`src/rtl/bal_cntrl_gen2_if.sv`:
```
// rtl/bal_cntrl_gen2_if.sv - signal bundle for the balance controller
// Purpose: groups the sensor/command inputs and motor outputs of bal_cntrl_gen2.
// Ports:
//   vld, ptch, ptch_rt         pitch sample strobe, signed pitch, signed pitch rate
//   pwr_up, rider_off          enable and rider-absent controls
//   steer_pot, en_steer        unsigned steering pot reading and its enable
//   lft_spd, rght_spd          signed OUT_W motor speed commands
//   too_fast, integ_sat        overspeed flag, integrator-blocked pulse
interface bal_cntrl_gen2_if #(
  parameter int OUT_W = 12
);
  logic                    vld;
  logic signed [15:0]      ptch;
  logic signed [15:0]      ptch_rt;
  logic                    pwr_up;
  logic                    rider_off;
  logic [11:0]             steer_pot;
  logic                    en_steer;
  logic signed [OUT_W-1:0] lft_spd;
  logic signed [OUT_W-1:0] rght_spd;
  logic                    too_fast;
  logic                    integ_sat;

  modport master (
    output vld, ptch, ptch_rt, pwr_up, rider_off, steer_pot, en_steer,
    input  lft_spd, rght_spd, too_fast, integ_sat
  );

  modport slave (
    input  vld, ptch, ptch_rt, pwr_up, rider_off, steer_pot, en_steer,
    output lft_spd, rght_spd, too_fast, integ_sat
  );
endinterface

```
`src/rtl/bal_cntrl_gen2.sv`:
```
// rtl/bal_cntrl_gen2.sv - PID balance controller with soft-start and steering mix
// Purpose: PID on pitch samples, soft-start scaling, steering mix, saturated motor outputs.
// Ports:
//   clk    rising-edge system clock
//   rst_n  asynchronous active-low reset
//   bus    bal_cntrl_gen2_if.slave (pitch inputs, controls, motor outputs, flags)
module bal_cntrl_gen2 #(
  parameter int FAST_SIM    = 1,
  parameter int OUT_W       = 12,
  parameter int SS_DIV      = 256,
  parameter int TOO_FAST_TH = 1536
) (
  input logic             clk,
  input logic             rst_n,
  bal_cntrl_gen2_if.slave bus
);
  localparam int          SW   = OUT_W + 1;
  localparam logic [31:0] TH_U = 32'(TOO_FAST_TH);

  logic                    clr;
  logic signed [9:0]       sat_ptch;
  logic signed [17:0]      integ, integ_sum, integ_nxt;
  logic                    integ_ovf;
  logic                    integ_sat_q;
  logic signed [9:0]       rt_shift;
  logic signed [14:0]      p_term, i_term, d_term;
  logic signed [16:0]      pid_sum;
  logic signed [11:0]      pid_sat, pid_cntrl;
  logic [15:0]             prescale;
  logic [7:0]              ss_tmr;
  logic signed [20:0]      pid_prod;
  logic signed [12:0]      pid_ss;
  logic [11:0]             pot_clip;
  logic signed [12:0]      steer_ofs;
  logic signed [14:0]      steer_x3;
  logic signed [10:0]      steer;
  logic signed [SW-1:0]    pid_ss_w, steer_w, lft_raw, rght_raw;
  logic signed [OUT_W-1:0] lft_q, rght_q;
  logic                    too_fast_q, too_fast_nxt;
  logic                    unused_bits;

  function automatic logic signed [OUT_W-1:0] sat_out(input logic signed [SW-1:0] v);
    // Overflow into OUT_W shows up as disagreement of the top two bits.
    if (v[SW-1] != v[SW-2])
      return {v[SW-1], {(OUT_W-1){~v[SW-1]}}};
    return v[OUT_W-1:0];
  endfunction

  function automatic logic [SW-1:0] mag(input logic signed [SW-1:0] v);
    return v[SW-1] ? -v : v;
  endfunction

  assign clr = bus.rider_off | ~bus.pwr_up;

  always_comb begin
    if (bus.ptch > 16'sd511)
      sat_ptch = 10'sd511;
    else if (bus.ptch < -16'sd512)
      sat_ptch = -10'sd512;
    else
      sat_ptch = bus.ptch[9:0];
  end

  assign integ_sum = integ + 18'(sat_ptch);
  assign integ_ovf = (integ[17] == sat_ptch[9]) && (integ_sum[17] != integ[17]);

  always_comb begin
    integ_nxt = integ;
    if (clr)
      integ_nxt = '0;
    else if (bus.vld && !integ_ovf)
      integ_nxt = integ_sum;
  end

  // I term sees the integrator value being written on this same edge.
  always_comb begin
    if (FAST_SIM != 0)
      i_term = integ_nxt[16:2];
    else
      i_term = {{3{integ_nxt[17]}}, integ_nxt[17:6]};
  end

  assign rt_shift = bus.ptch_rt[15:6];
  assign p_term   = 15'(sat_ptch) * 15'sd5;
  assign d_term   = -15'(rt_shift);
  assign pid_sum  = 17'(p_term) + 17'(i_term) + 17'(d_term);

  always_comb begin
    if (pid_sum > 17'sd2047)
      pid_sat = 12'sd2047;
    else if (pid_sum < -17'sd2048)
      pid_sat = -12'sd2048;
    else
      pid_sat = pid_sum[11:0];
  end

  always_ff @(posedge clk or negedge rst_n) begin
    if (!rst_n) begin
      integ       <= '0;
      pid_cntrl   <= '0;
      integ_sat_q <= 1'b0;
    end else begin
      integ       <= integ_nxt;
      integ_sat_q <= !clr && bus.vld && integ_ovf;
      if (clr)
        pid_cntrl <= '0;
      else if (bus.vld)
        pid_cntrl <= pid_sat;
    end
  end

  // Soft-start: ss_tmr ramps 0..255, one step per SS_DIV clocks of pwr_up.
  always_ff @(posedge clk or negedge rst_n) begin
    if (!rst_n) begin
      prescale <= '0;
      ss_tmr   <= '0;
    end else if (!bus.pwr_up) begin
      prescale <= '0;
      ss_tmr   <= '0;
    end else if (prescale == 16'(SS_DIV - 1)) begin
      prescale <= '0;
      if (ss_tmr != 8'hFF)
        ss_tmr <= ss_tmr + 8'd1;
    end else begin
      prescale <= prescale + 16'd1;
    end
  end

  // Upper bits of the product are the floor of the divide by 256.
  assign pid_prod = 21'(pid_cntrl) * $signed({13'd0, ss_tmr});
  assign pid_ss   = pid_prod[20:8];

  always_comb begin
    if (bus.steer_pot < 12'h200)
      pot_clip = 12'h200;
    else if (bus.steer_pot > 12'hE00)
      pot_clip = 12'hE00;
    else
      pot_clip = bus.steer_pot;
  end

  assign steer_ofs = 13'(pot_clip) - 13'sd2047;
  assign steer_x3  = 15'(steer_ofs) * 15'sd3;
  assign steer     = steer_x3[14:4];

  assign pid_ss_w = SW'(pid_ss);
  assign steer_w  = bus.en_steer ? SW'(steer) : '0;
  assign lft_raw  = pid_ss_w + steer_w;
  assign rght_raw = pid_ss_w - steer_w;

  assign too_fast_nxt = (32'(mag(lft_raw)) > TH_U) || (32'(mag(rght_raw)) > TH_U);

  always_ff @(posedge clk or negedge rst_n) begin
    if (!rst_n) begin
      lft_q      <= '0;
      rght_q     <= '0;
      too_fast_q <= 1'b0;
    end else if (!bus.pwr_up) begin
      lft_q      <= '0;
      rght_q     <= '0;
      too_fast_q <= 1'b0;
    end else begin
      lft_q      <= sat_out(lft_raw);
      rght_q     <= sat_out(rght_raw);
      too_fast_q <= too_fast_nxt;
    end
  end

  assign bus.lft_spd   = lft_q;
  assign bus.rght_spd  = rght_q;
  assign bus.too_fast  = too_fast_q;
  assign bus.integ_sat = integ_sat_q;

  // Fractional bits dropped by the arithmetic shifts.
  assign unused_bits = ^{pid_prod[7:0], steer_x3[3:0], bus.ptch_rt[5:0]};
endmodule

```
`src/flat_wrapper.sv`:
```
// flat-port wrapper written by rule: the top's interface ports become plain ports
module bal_cntrl_gen2_flat 
#(
  parameter int FAST_SIM    = 1,
  parameter int OUT_W       = 12,
  parameter int SS_DIV      = 256,
  parameter int TOO_FAST_TH = 1536
)
  (clk, rst_n, bus_vld, bus_ptch, bus_ptch_rt, bus_pwr_up, bus_rider_off, bus_steer_pot, bus_en_steer, bus_lft_spd, bus_rght_spd, bus_too_fast, bus_integ_sat);
  bal_cntrl_gen2_if #(.OUT_W(OUT_W)) bus_i ();
  input logic clk;
  input logic rst_n;
  input wire logic [$bits(bus_i.vld)-1:0] bus_vld;
  input wire logic [$bits(bus_i.ptch)-1:0] bus_ptch;
  input wire logic [$bits(bus_i.ptch_rt)-1:0] bus_ptch_rt;
  input wire logic [$bits(bus_i.pwr_up)-1:0] bus_pwr_up;
  input wire logic [$bits(bus_i.rider_off)-1:0] bus_rider_off;
  input wire logic [$bits(bus_i.steer_pot)-1:0] bus_steer_pot;
  input wire logic [$bits(bus_i.en_steer)-1:0] bus_en_steer;
  output wire logic [$bits(bus_i.lft_spd)-1:0] bus_lft_spd;
  output wire logic [$bits(bus_i.rght_spd)-1:0] bus_rght_spd;
  output wire logic [$bits(bus_i.too_fast)-1:0] bus_too_fast;
  output wire logic [$bits(bus_i.integ_sat)-1:0] bus_integ_sat;
  assign bus_i.vld = bus_vld;
  assign bus_i.ptch = bus_ptch;
  assign bus_i.ptch_rt = bus_ptch_rt;
  assign bus_i.pwr_up = bus_pwr_up;
  assign bus_i.rider_off = bus_rider_off;
  assign bus_i.steer_pot = bus_steer_pot;
  assign bus_i.en_steer = bus_en_steer;
  assign bus_lft_spd = bus_i.lft_spd;
  assign bus_rght_spd = bus_i.rght_spd;
  assign bus_too_fast = bus_i.too_fast;
  assign bus_integ_sat = bus_i.integ_sat;
  bal_cntrl_gen2 #(.FAST_SIM(FAST_SIM), .OUT_W(OUT_W), .SS_DIV(SS_DIV), .TOO_FAST_TH(TOO_FAST_TH)) u_core (.clk(clk), .rst_n(rst_n), .bus(bus_i));
endmodule
```
`config.mk`:
```
export PLATFORM = sky130hd
export DESIGN_NAME = bal_cntrl_gen2_flat
export DESIGN_NICKNAME = d
export VERILOG_FILES = /design/src/rtl/bal_cntrl_gen2_if.sv /design/src/rtl/bal_cntrl_gen2.sv /design/src/flat_wrapper.sv
export SDC_FILE = /design/constraint.sdc
export NUM_CORES = 1
export LEC_CHECK = 0
export ABC_CLOCK_PERIOD_IN_PS = 9450
export CAP_MARGIN = 20
export CELL_PAD_IN_SITES_DETAIL_PLACEMENT = 2
export CELL_PAD_IN_SITES_GLOBAL_PLACEMENT = 2
export CORE_AREA = 4 4 180 182
export CTS_CLUSTER_DIAMETER = 30
export DETAILED_ROUTE_END_ITERATION = 12
export DIE_AREA = 0 0 184 186
export PLACE_DENSITY = 0.93
export RECOVER_POWER = 100
export REMOVE_ABC_BUFFERS = 1
export SYNTH_ARGS = -nofsm -noshare
export SYNTH_HDL_FRONTEND = slang
export SYNTH_SLANG_ARGS = --single-unit
export TNS_END_PERCENT = 20
```
`constraint.sdc`:
```
create_clock -name clk -period 9.45 [get_ports clk]
set_input_delay 2.3625 -clock clk [delete_from_list [all_inputs] [get_ports clk]]
set_output_delay 2.3625 -clock clk [all_outputs]
set_load 0.02 [all_outputs]
```
==> summary.log, run 1 <==
qor: route.via_count 12500
qor: timing.finalClockSkew 0.0213 ns
qor: clock_tree.cts_hold_repair.buffers 0
qor: final_layout.area_growth 25.3%
qor: global_route.number_of_global_route_vias_before_repair 14000
qor: floorplan.die_width 184 um
qor: synthesis.syn_inst 1355
qor: timing.fin_tns_setup -10.13 ns
qor: placement.port_buffers 69
qor: setup_path.crit_path_max_fanout 14
qor: floorplan.effective_utilization_at_floorplan 38.7%
qor: synthesis.synth.largest_area_cell sky130_fd_sc_hd__fa_1
qor: final_layout.post_route_cells_drive_above_1_share 17.0%
qor: global_route.wire_length_of_the_first_global_routing_pass 90000 um
qor: global_route.gr-usage-met3 7.29%
qor: timing.period_share 106%
qor: timing.max_freq 0.0996 GHz
qor: setup_path.path_class input port to flop
qor: synthesis.yosys_register_bits 80
qor: pwr.power-per-cell-area 178 nW/um^2
qor: global_route.grt_antenna_before_repair 0
qor: clock_tree.clock_latency_reported_for_the_late_side_of_the_worst_skew_pair 0.39 ns
qor: synthesis.async_flop_share 100%
qor: route.wl_per_cell 34.3 um
qor: status.status finished, violations left
qor: placement.finalWeightedCongestion 0.839
qor: timing.fin_crit 10.04 ns
qor: setup_path.crit_path_end_kind flop
qor: timing.timing.max_slew.rel_slack -116%
qor: synthesis.synth_sequential_area_ratio 16.9%
qor: route.wirelength 66600 um
qor: setup_path.crit_buf_inv 1
qor: setup_path.crit_slowest_cell sky130_fd_sc_hd__a2111oi_0
qor: synthesis.synth.lib_cells_used.distinct 85
qor: clock_tree.h-tree-depth 3
qor: setup_path.crit_arrival 10.29 ns
qor: pwr.combinationalPowerShare 67.5%
qor: timing.timing.final.max_slew_violations 83
qor: global_route.top_usage_layer met2
qor: pwr.power_switching 1.36 mW
qor: job.max-cap-violations 2
qor: floorplan.design.core.area 30600 um^2
qor: final_layout.layout.cells.non_filler 1939
qor: setup_path.slowest_delay 0.71 ns
qor: synthesis.synthMostInstantiatedCell sky130_fd_sc_hd__inv_1
qor: status.violations max-capacitance violations, max-slew violations, negative setup slack
qor: synthesis.synth_top_area_share 17.9%
qor: placement.dp.cells 1883
qor: clock_tree.cts.sink_count 80
qor: final_layout.diodes 0
qor: final_layout.finalCoreUtilization 48.4%
qor: floorplan.die_y 186 um
qor: synthesis.synth_enable_flop_cells 0
qor: route.drc 0
qor: timing.timing.final.setup_violations 34
qor: setup_path.critical_path_required 9.70 ns
qor: pwr.power.internal 1.28 mW
qor: timing.rsz_0062_raised_after_global_routing true
qor: synthesis.synth_area_per_cell 8.73 um^2
qor: timing.post-route-worst-setup-slack -0.590 ns
qor: pwr.static_leakage 7.36 nW
qor: clock_tree.numCtsBuffers 9
qor: clock_tree.cts.reportedPaths.clkPinSlew 0.06 ns
qor: pwr.power.sequential.fraction 17.3%
qor: worst_hold_path.holdCritPathClass flop to flop
qor: synthesis.synth.yosys.warnings 0
qor: route.first_iter_violations 1130
qor: floorplan.ios 76
qor: pwr.switching_share_of_power 51.5%
qor: timing.finalHoldViolations 0
qor: floorplan.placement_rows 64
qor: global_route.largest_net_degree_at_the_start_of_global_routing 81
qor: clock_tree.cts_tree done
qor: floorplan.fp.dieArea 34200 um^2
qor: pwr.power_frac_clock 15.2%
qor: clock_tree.cts_root_buf sky130_fd_sc_hd__clkbuf_16
qor: global_route.grt_overflow 0
qor: pwr.peakVddDrop 101 uV
qor: timing.worstMarginPinSlew 3.25 ns
qor: synthesis.mappedNetlistArea 11800 um^2
qor: clock_tree.clockBufferDepth 2
qor: final_layout.num-nets-final 1847
qor: route.detailedRoute.firstPassIterationCount 5
qor: synthesis.post_synth_main_area_contributors sky130_fd_sc_hd__fa_1 18%, sky130_fd_sc_hd__dfrtp_1 17%, sky130_fd_sc_hd__ha_1 16%, sky130_fd_sc_hd__inv_1 6.5%, sky130_fd_sc_hd__xnor2_1 4.8%
qor: global_route.grt.met1_usage 37.2%
qor: setup_path.critical_path.startpoint_type input port
qor: synthesis.synth-main-ff-cell sky130_fd_sc_hd__dfrtp_1
qor: route.routed_via_density 6.44
qor: global_route.grtUsageTotal 34.8%
qor: placement.dp.final_hpwl 38800 um
qor: synthesis.ys_top_cells_by_count 206 x sky130_fd_sc_hd__inv_1, 152 x sky130_fd_sc_hd__ha_1, 106 x sky130_fd_sc_hd__fa_1
qor: route.postRouteAntennaNets 0
qor: setup_path.cp_top_family compound AO/OA/AOI/OAI gates
qor: global_route.groute.layer.met2.usage 62.3%
## power groups by stage
stage / Clock, mW / Sequential [mW] / Combinational (mW)
floorplan: 0 / 0.479 / 0.768
global placement: 0 / 0.446 / 1.22
detailed placement: 0 / 0.457 / 1.40
CTS: 0.392 / 0.451 / 1.51
global route: 0.414 / 0.461 / 1.84
finish: 0.401 / 0.458 / 1.78
## cells by family after synthesis
group | Yosys count | synth area share, %
AO/OA/AOI/OAI | 237 | 13.8
flip-flops | 80 | 16.9
buffers and inverters | 241 | 7.76
AND/OR/NAND/NOR | 422 | 18.2
multiplexers | 15 | 1.27
XOR/XNOR | 100 | 7.83
adder cells (fa/ha/maj) | 260 | 34.2
## metrics by stage
step	setup WS, ns	hold WS, ns	power, mW	cell area, um^2
after floorplan	0.00368	0.455	1.25	11700
final	-0.590	0.523	2.64	14800
after global placement	-0.641	0.471	1.67	13600
after CTS	0.00144	0.524	2.35	14400
after detailed placement	-1.58	0.514	1.86	13600
after global routing	-0.705	0.551	2.71	14800
## cell type report
class                      count  area, um^2
clock buffer                  10         239
inverter                     207         777
tap                          396         495
timing repair buffer         205        1760
multi-input combinational   1036        9490
sequential                    80        2000
fill                        3258       15800
clock inverter                 5        57.6
## registers in the layout, indices dropped and copies added, names as in the netlist
register              cells
u_core.bus.integ_sat      1
u_core.bus.lft_spd       12
u_core.bus.rght_spd      12
u_core.bus.too_fast       1
u_core.integ             18
u_core.pid_cntrl         12
u_core.prescale          16
u_core.ss_tmr             8
## worst reg2reg max path, delay by kind of cell, from the launching register on
kind                     cells  cell delay (ns)
adder cells (fa/ha/maj)      6             2.74
flip-flops                   1             0.82
XOR/XNOR                     2             0.81
AO/OA/AOI/OAI                8             2.90
buffers and inverters        3             0.21
AND/OR/NAND/NOR              8             1.66
multiplexers                 1             0.13
## routing by layer
layer / vias to the layer above / wire (um) / part of all wire (%)
met2: 854 / 32300 / 48
met5: - / 0 / 0
met3: 417 / 4740 / 7.1
met4: 0 / 6300 / 9.5
met1: 6317 / 23300 / 35
li1: 4894 / - / -
## worst paths after layout
kind,start,end,slack (ns),cells past startpoint
min in group asynchronous,rst_n,u_core.prescale[10],2.41,1
setup / recovery,bus_steer_pot[2],u_core.bus.too_fast,-0.59,28
max in group asynchronous,rst_n,u_core.bus.rght_spd[1],3.20,2
hold reg to reg,u_core.prescale[0],u_core.prescale[0],0.52,1
setup reg to reg,u_core.ss_tmr[2],u_core.bus.too_fast,0.05,28
hold / removal,u_core.prescale[0],u_core.prescale[0],0.52,1
## placed cells by master, fill, tap and decap left out, types with 5 or more instances in the layout
master / n
sky130_fd_sc_hd__nand3b_1: 7
sky130_fd_sc_hd__and2_0: 6
sky130_fd_sc_hd__xor2_1: 30
sky130_fd_sc_hd__xnor2_1: 60
sky130_fd_sc_hd__o21bai_1: 5
sky130_fd_sc_hd__dfrtp_1: 80
sky130_fd_sc_hd__dlygate4sd3_1: 27
sky130_fd_sc_hd__nor3_1: 18
sky130_fd_sc_hd__a21oi_1: 61
sky130_fd_sc_hd__mux2i_1: 10
sky130_fd_sc_hd__ha_1: 136
sky130_fd_sc_hd__clkbuf_16: 9
sky130_fd_sc_hd__ha_2: 6
sky130_fd_sc_hd__o21a_1: 22
sky130_fd_sc_hd__and2_1: 70
sky130_fd_sc_hd__clkdlybuf4s50_1: 33
sky130_fd_sc_hd__a211oi_1: 7
sky130_fd_sc_hd__xnor2_2: 8
sky130_fd_sc_hd__nand3_1: 30
sky130_fd_sc_hd__o21ai_0: 21
sky130_fd_sc_hd__o21ai_1: 10
sky130_fd_sc_hd__nand2b_1: 12
sky130_fd_sc_hd__or3_1: 7
sky130_fd_sc_hd__a221o_1: 5
sky130_fd_sc_hd__fa_1: 103
sky130_fd_sc_hd__ha_4: 10
sky130_fd_sc_hd__and3_1: 17
sky130_fd_sc_hd__a31oi_1: 14
sky130_fd_sc_hd__buf_6: 7
sky130_fd_sc_hd__nor2_2: 11
sky130_fd_sc_hd__inv_1: 205
sky130_fd_sc_hd__nand2_1: 93
sky130_fd_sc_hd__a21o_1: 14
sky130_fd_sc_hd__nand4_1: 12
sky130_fd_sc_hd__nor2b_1: 12
sky130_fd_sc_hd__buf_4: 126
sky130_fd_sc_hd__nor2_1: 87
sky130_fd_sc_hd__a21oi_2: 6
## what timing repair did
item,4_1_cts,5_1_grt
buffers inserted,23,14
pin swaps,36,25
gates cloned,1,1
endpoints found under the setup margin,13,37
gates resized for setup,87,59
hold endpoints to repair,0,0
Power figures use the tool's default switching activity.
==> run 2: changes to the inputs <==
--- a/config.mk
+++ b/config.mk
@@ -5,17 +5,18 @@
 export SDC_FILE = /design/constraint.sdc
 export NUM_CORES = 1
 export LEC_CHECK = 0
-export ABC_CLOCK_PERIOD_IN_PS = 9450
+export ABC_CLOCK_PERIOD_IN_PS = 9200
 export CAP_MARGIN = 20
 export CELL_PAD_IN_SITES_DETAIL_PLACEMENT = 2
 export CELL_PAD_IN_SITES_GLOBAL_PLACEMENT = 2
-export CORE_AREA = 4 4 180 182
+export CORE_AREA = 4 4 189 191
 export CTS_CLUSTER_DIAMETER = 30
 export DETAILED_ROUTE_END_ITERATION = 12
-export DIE_AREA = 0 0 184 186
-export PLACE_DENSITY = 0.93
+export DIE_AREA = 0 0 193 195
+export PLACE_DENSITY = 0.89
 export RECOVER_POWER = 100
 export REMOVE_ABC_BUFFERS = 1
+export SETUP_SLACK_MARGIN = 0.5
 export SYNTH_ARGS = -nofsm -noshare
 export SYNTH_HDL_FRONTEND = slang
 export SYNTH_SLANG_ARGS = --single-unit
==> constraint.sdc (replaced) <==
create_clock -name clk -period 9.2 [get_ports clk]
set_input_delay 2.3 -clock clk [delete_from_list [all_inputs] [get_ports clk]]
set_output_delay 2.3 -clock clk [all_outputs]
set_load 0.02 [all_outputs]
==> run 2 against run 1 <==
- the flow still finishes with violations (max-capacitance violations, max-slew violations, negative setup slack)
- global-route usage fell by 8.7 points
- total power fell by 0.97%
- sequential cell count did not move
- die area rose by 10%
- core utilization fell by 4.2 points
- critical path depth rose by 8
- clock skew rose by 0.0014 ns
- largest cell class unchanged
==> summary.log, run 2 (synthesis gave the netlist of run 1 again) <==
qor: global_route.wire_length_of_the_first_global_routing_pass 75700 um [-16%]
qor: route.wl_per_cell 28.8 um [-16%]
qor: final_layout.max_flop_register u_core.integ
qor: placement.finalWeightedCongestion 0.841 [+0.29%]
qor: route.wirelength 58000 um [-13%]
qor: setup_path.crit_path_max_fanout 6 [-8]
qor: final_layout.num-nets-final 1862 [+0.81%]
qor: route.via_count 11600 [-7.2%]
qor: timing.finalHoldViolations 0 [unchanged]
qor: global_route.number_of_global_route_vias_before_repair 13100 [-6.4%]
qor: timing.finalClockSkew 0.0227 ns [+0.00145 ns]
qor: worst_hold_path.holdCritPathClass flop to flop
qor: setup_path.cp_top_family compound AO/OA/AOI/OAI gates
qor: final_layout.diodes 0 [unchanged]
qor: timing.fin_crit 9.83 ns
qor: global_route.grtUsageTotal 26.1% [-8.7 points]
qor: route.postRouteAntennaNets 0 [unchanged]
qor: floorplan.placement_rows 68 [+6.3%]
qor: setup_path.crit_path_end_kind flop
qor: timing.timing.max_slew.rel_slack -126% [-9.9 points]
qor: timing.timing.final.setup_violations 12 [-65%]
qor: clock_tree.cts_hold_repair.buffers 0 [unchanged]
qor: timing.rsz_0062_raised_after_global_routing true
qor: floorplan.die_y 195 um [+4.8%]
qor: setup_path.path_class input port to flop
qor: floorplan.design.core.area 34100 um^2 [+12%]
qor: setup_path.rrSetupSlack 0.70 ns [+0.65 ns]
qor: final_layout.layout_top_registers u_core.integ (18), u_core.prescale (16)
qor: final_layout.final_common_cell sky130_fd_sc_hd__inv_1
qor: global_route.grt_overflow 0 [unchanged]
qor: floorplan.effective_utilization_at_floorplan 34.7% [-4.0 points]
qor: worst_hold_path.hp-start u_core.prescale[0]
qor: pwr.peakVddDrop 128 uV [+27%]
qor: status.violations max-capacitance violations, max-slew violations, negative setup slack
qor: setup_path.crit_arrival 10.12 ns [-0.17 ns]
qor: setup_path.critical_path_required 9.49 ns [-0.21 ns]
qor: floorplan.die_width 193 um [+4.9%]
qor: floorplan.fp.dieArea 37600 um^2 [+10%]
qor: clock_tree.clockBufferDepth 2 [unchanged]
qor: pwr.power-per-cell-area 174 nW/um^2 [-2.7%]
qor: placement.dp.final_hpwl 35500 um [-8.3%]
qor: route.drc 0 [unchanged]
qor: placement.port_buffers 69 [unchanged]
qor: clock_tree.h-tree-depth 3 [unchanged]
qor: setup_path.critical_path.startpoint_type input port
qor: pwr.total_power 2.62 mW [-0.97%]
qor: final_layout.area_growth 27.5%
qor: setup_path.slowest_delay 0.58 ns [-0.13 ns]
qor: clock_tree.numCtsBuffers 9 [unchanged]
qor: clock_tree.cts_root_buf sky130_fd_sc_hd__clkbuf_16
qor: setup_path.critical_path_depth 36 [+29%]
qor: final_layout.mostFrequentLayoutCells 201 x sky130_fd_sc_hd__inv_1, 143 x sky130_fd_sc_hd__buf_4, 133 x sky130_fd_sc_hd__ha_1
qor: setup_path.crit_buf_inv 10 [+9]
qor: clock_tree.cts_tree done
qor: global_route.grt_antenna_before_repair 0 [unchanged]
qor: job.max-cap-violations 2 [unchanged]
qor: setup_path.critical-path-top-cell-by-count sky130_fd_sc_hd__buf_4
qor: worst_hold_path.end_of_the_worst_hold_path u_core.prescale[0]
qor: timing.hold-worst-slack 0.507 ns [-0.0156 ns]
qor: route.routed_via_density 5.75 [-11%]
qor: status.status finished, violations left
qor: timing.timing.final.max_slew_violations 83 [unchanged]
qor: worst_hold_path.timing.hold.worst_path_depth 1 [unchanged]
qor: setup_path.reg2reg_depth 26 [-7.1%]
qor: global_route.largest_net_degree_at_the_start_of_global_routing 61 [-25%]
qor: route.first_iter_violations 714 [-37%]
qor: clock_tree.cts.sink_count 80 [unchanged]
qor: timing.worstMarginPinSlew 3.39 ns [+0.148 ns]
qor: clock_tree.cts.reportedPaths.clkPinSlew 0.07 ns [about the same]
qor: setup_path.crit_slowest_cell sky130_fd_sc_hd__o21bai_1
qor: timing.max_freq 0.102 GHz
qor: timing.post-route-worst-setup-slack -0.631 ns [-0.0412 ns]
qor: pwr.static_leakage 7.52 nW [+2.2%]
qor: route.detailedRoute.firstPassIterationCount 5 [unchanged]
qor: floorplan.ios 76 [unchanged]
qor: clock_tree.clock_latency_reported_for_the_late_side_of_the_worst_skew_pair 0.39 ns [about the same]
qor: final_layout.nFillCells 3645 [+12%]
qor: setup_path.r2r_end u_core.bus.too_fast
qor: final_layout.number_of_flip_flops_in_the_largest_register 18 [unchanged]
qor: setup_path.worst_r2r_startpoint u_core.ss_tmr[0]
qor: final_layout.post_route_cells_drive_above_1_share 18.7% [+1.7 points]
qor: timing.period_share 107%
==> run 2: changes by cell type in the layout (fill, tap and decap cells not counted), moves of 4 or more <==
cell / change
sky130_fd_sc_hd__clkdlybuf4s50_1: -11
sky130_fd_sc_hd__a21oi_1: -7
sky130_fd_sc_hd__inv_1: -4
sky130_fd_sc_hd__nor2_2: -5
sky130_fd_sc_hd__ha_4: +4
sky130_fd_sc_hd__buf_4: +17
sky130_fd_sc_hd__nor2_1: +4
sky130_fd_sc_hd__a21oi_2: +9
sky130_fd_sc_hd__dlymetal6s2s_1: +10
==> run 2: worst max path at each step <==
stage,start,endpoint,slack [ns]
after global placement,bus_ptch[11],u_core.pid_cntrl[9],-0.77
after global routing,bus_ptch[14],u_core.pid_cntrl[5],-0.84
after detailed placement,bus_ptch[11],u_core.pid_cntrl[7],-1.78
after CTS,bus_ptch[13],u_core.pid_cntrl[7],0.06
after floorplan,bus_ptch[11],u_core.pid_cntrl[4],-0.18
final,bus_ptch[14],u_core.pid_cntrl[5],-0.63
==> run 2: stage by stage <==
step / TNS (ns) / std cells / area [um^2] / utilization (%) / setup slack [ns]
final: -6.82 / 2014 / 15100 / 44.2 / -0.631
after global routing: -9.77 / 2014 / 15100 / 44.2 / -0.840
after detailed placement: -27.06 / 1953 / 13800 / 40.3 / -1.78
after global placement: -7.81 / 1953 / 13800 / 40.3 / -0.771
after CTS: 0 / 1987 / 14500 / 42.6 / 0.0584
after floorplan: -1.52 / 1321 / 11700 / - / -0.184
==> run 2: layout make-up <==
type / instances / area [um^2] / share of cell area (%)
inverter: 207 / 781 / 5.18
tap: 455 / 569 / 3.78
timing repair buffer: 220 / 1860 / 12.3
clock buffer: 10 / 239 / 1.58
multi-input combinational: 1036 / 9570 / 63.5
sequential: 80 / 2000 / 13.3
clock inverter: 6 / 51.3 / 0.340
==> run 2: where the power goes <==
part	switching [mW]	internal (mW)	total [mW]	leakage, nW
combinational	1.05	0.730	1.78	6.31
sequential	0.0606	0.405	0.465	1.08
clock	0.180	0.194	0.374	0.134
==> run 2: metal layers <==
metal | GRT usage (%) | up-vias | routed length, um
li1 | - | 4924 | -
met3 | 3.54 | 257 | 2560
met1 | 28.0 | 5954 | 21000
met5 | 0 | - | 0
met2 | 48.9 | 451 | 30100
met4 | 14.1 | 0 | 4400
==> run 2: what timing repair did <==
item	4_1_cts	5_1_grt
gates resized for setup	94	82
cloned	1	1
pin swaps	45	58
buffers inserted	17	26
endpoints found under the setup margin	37	37
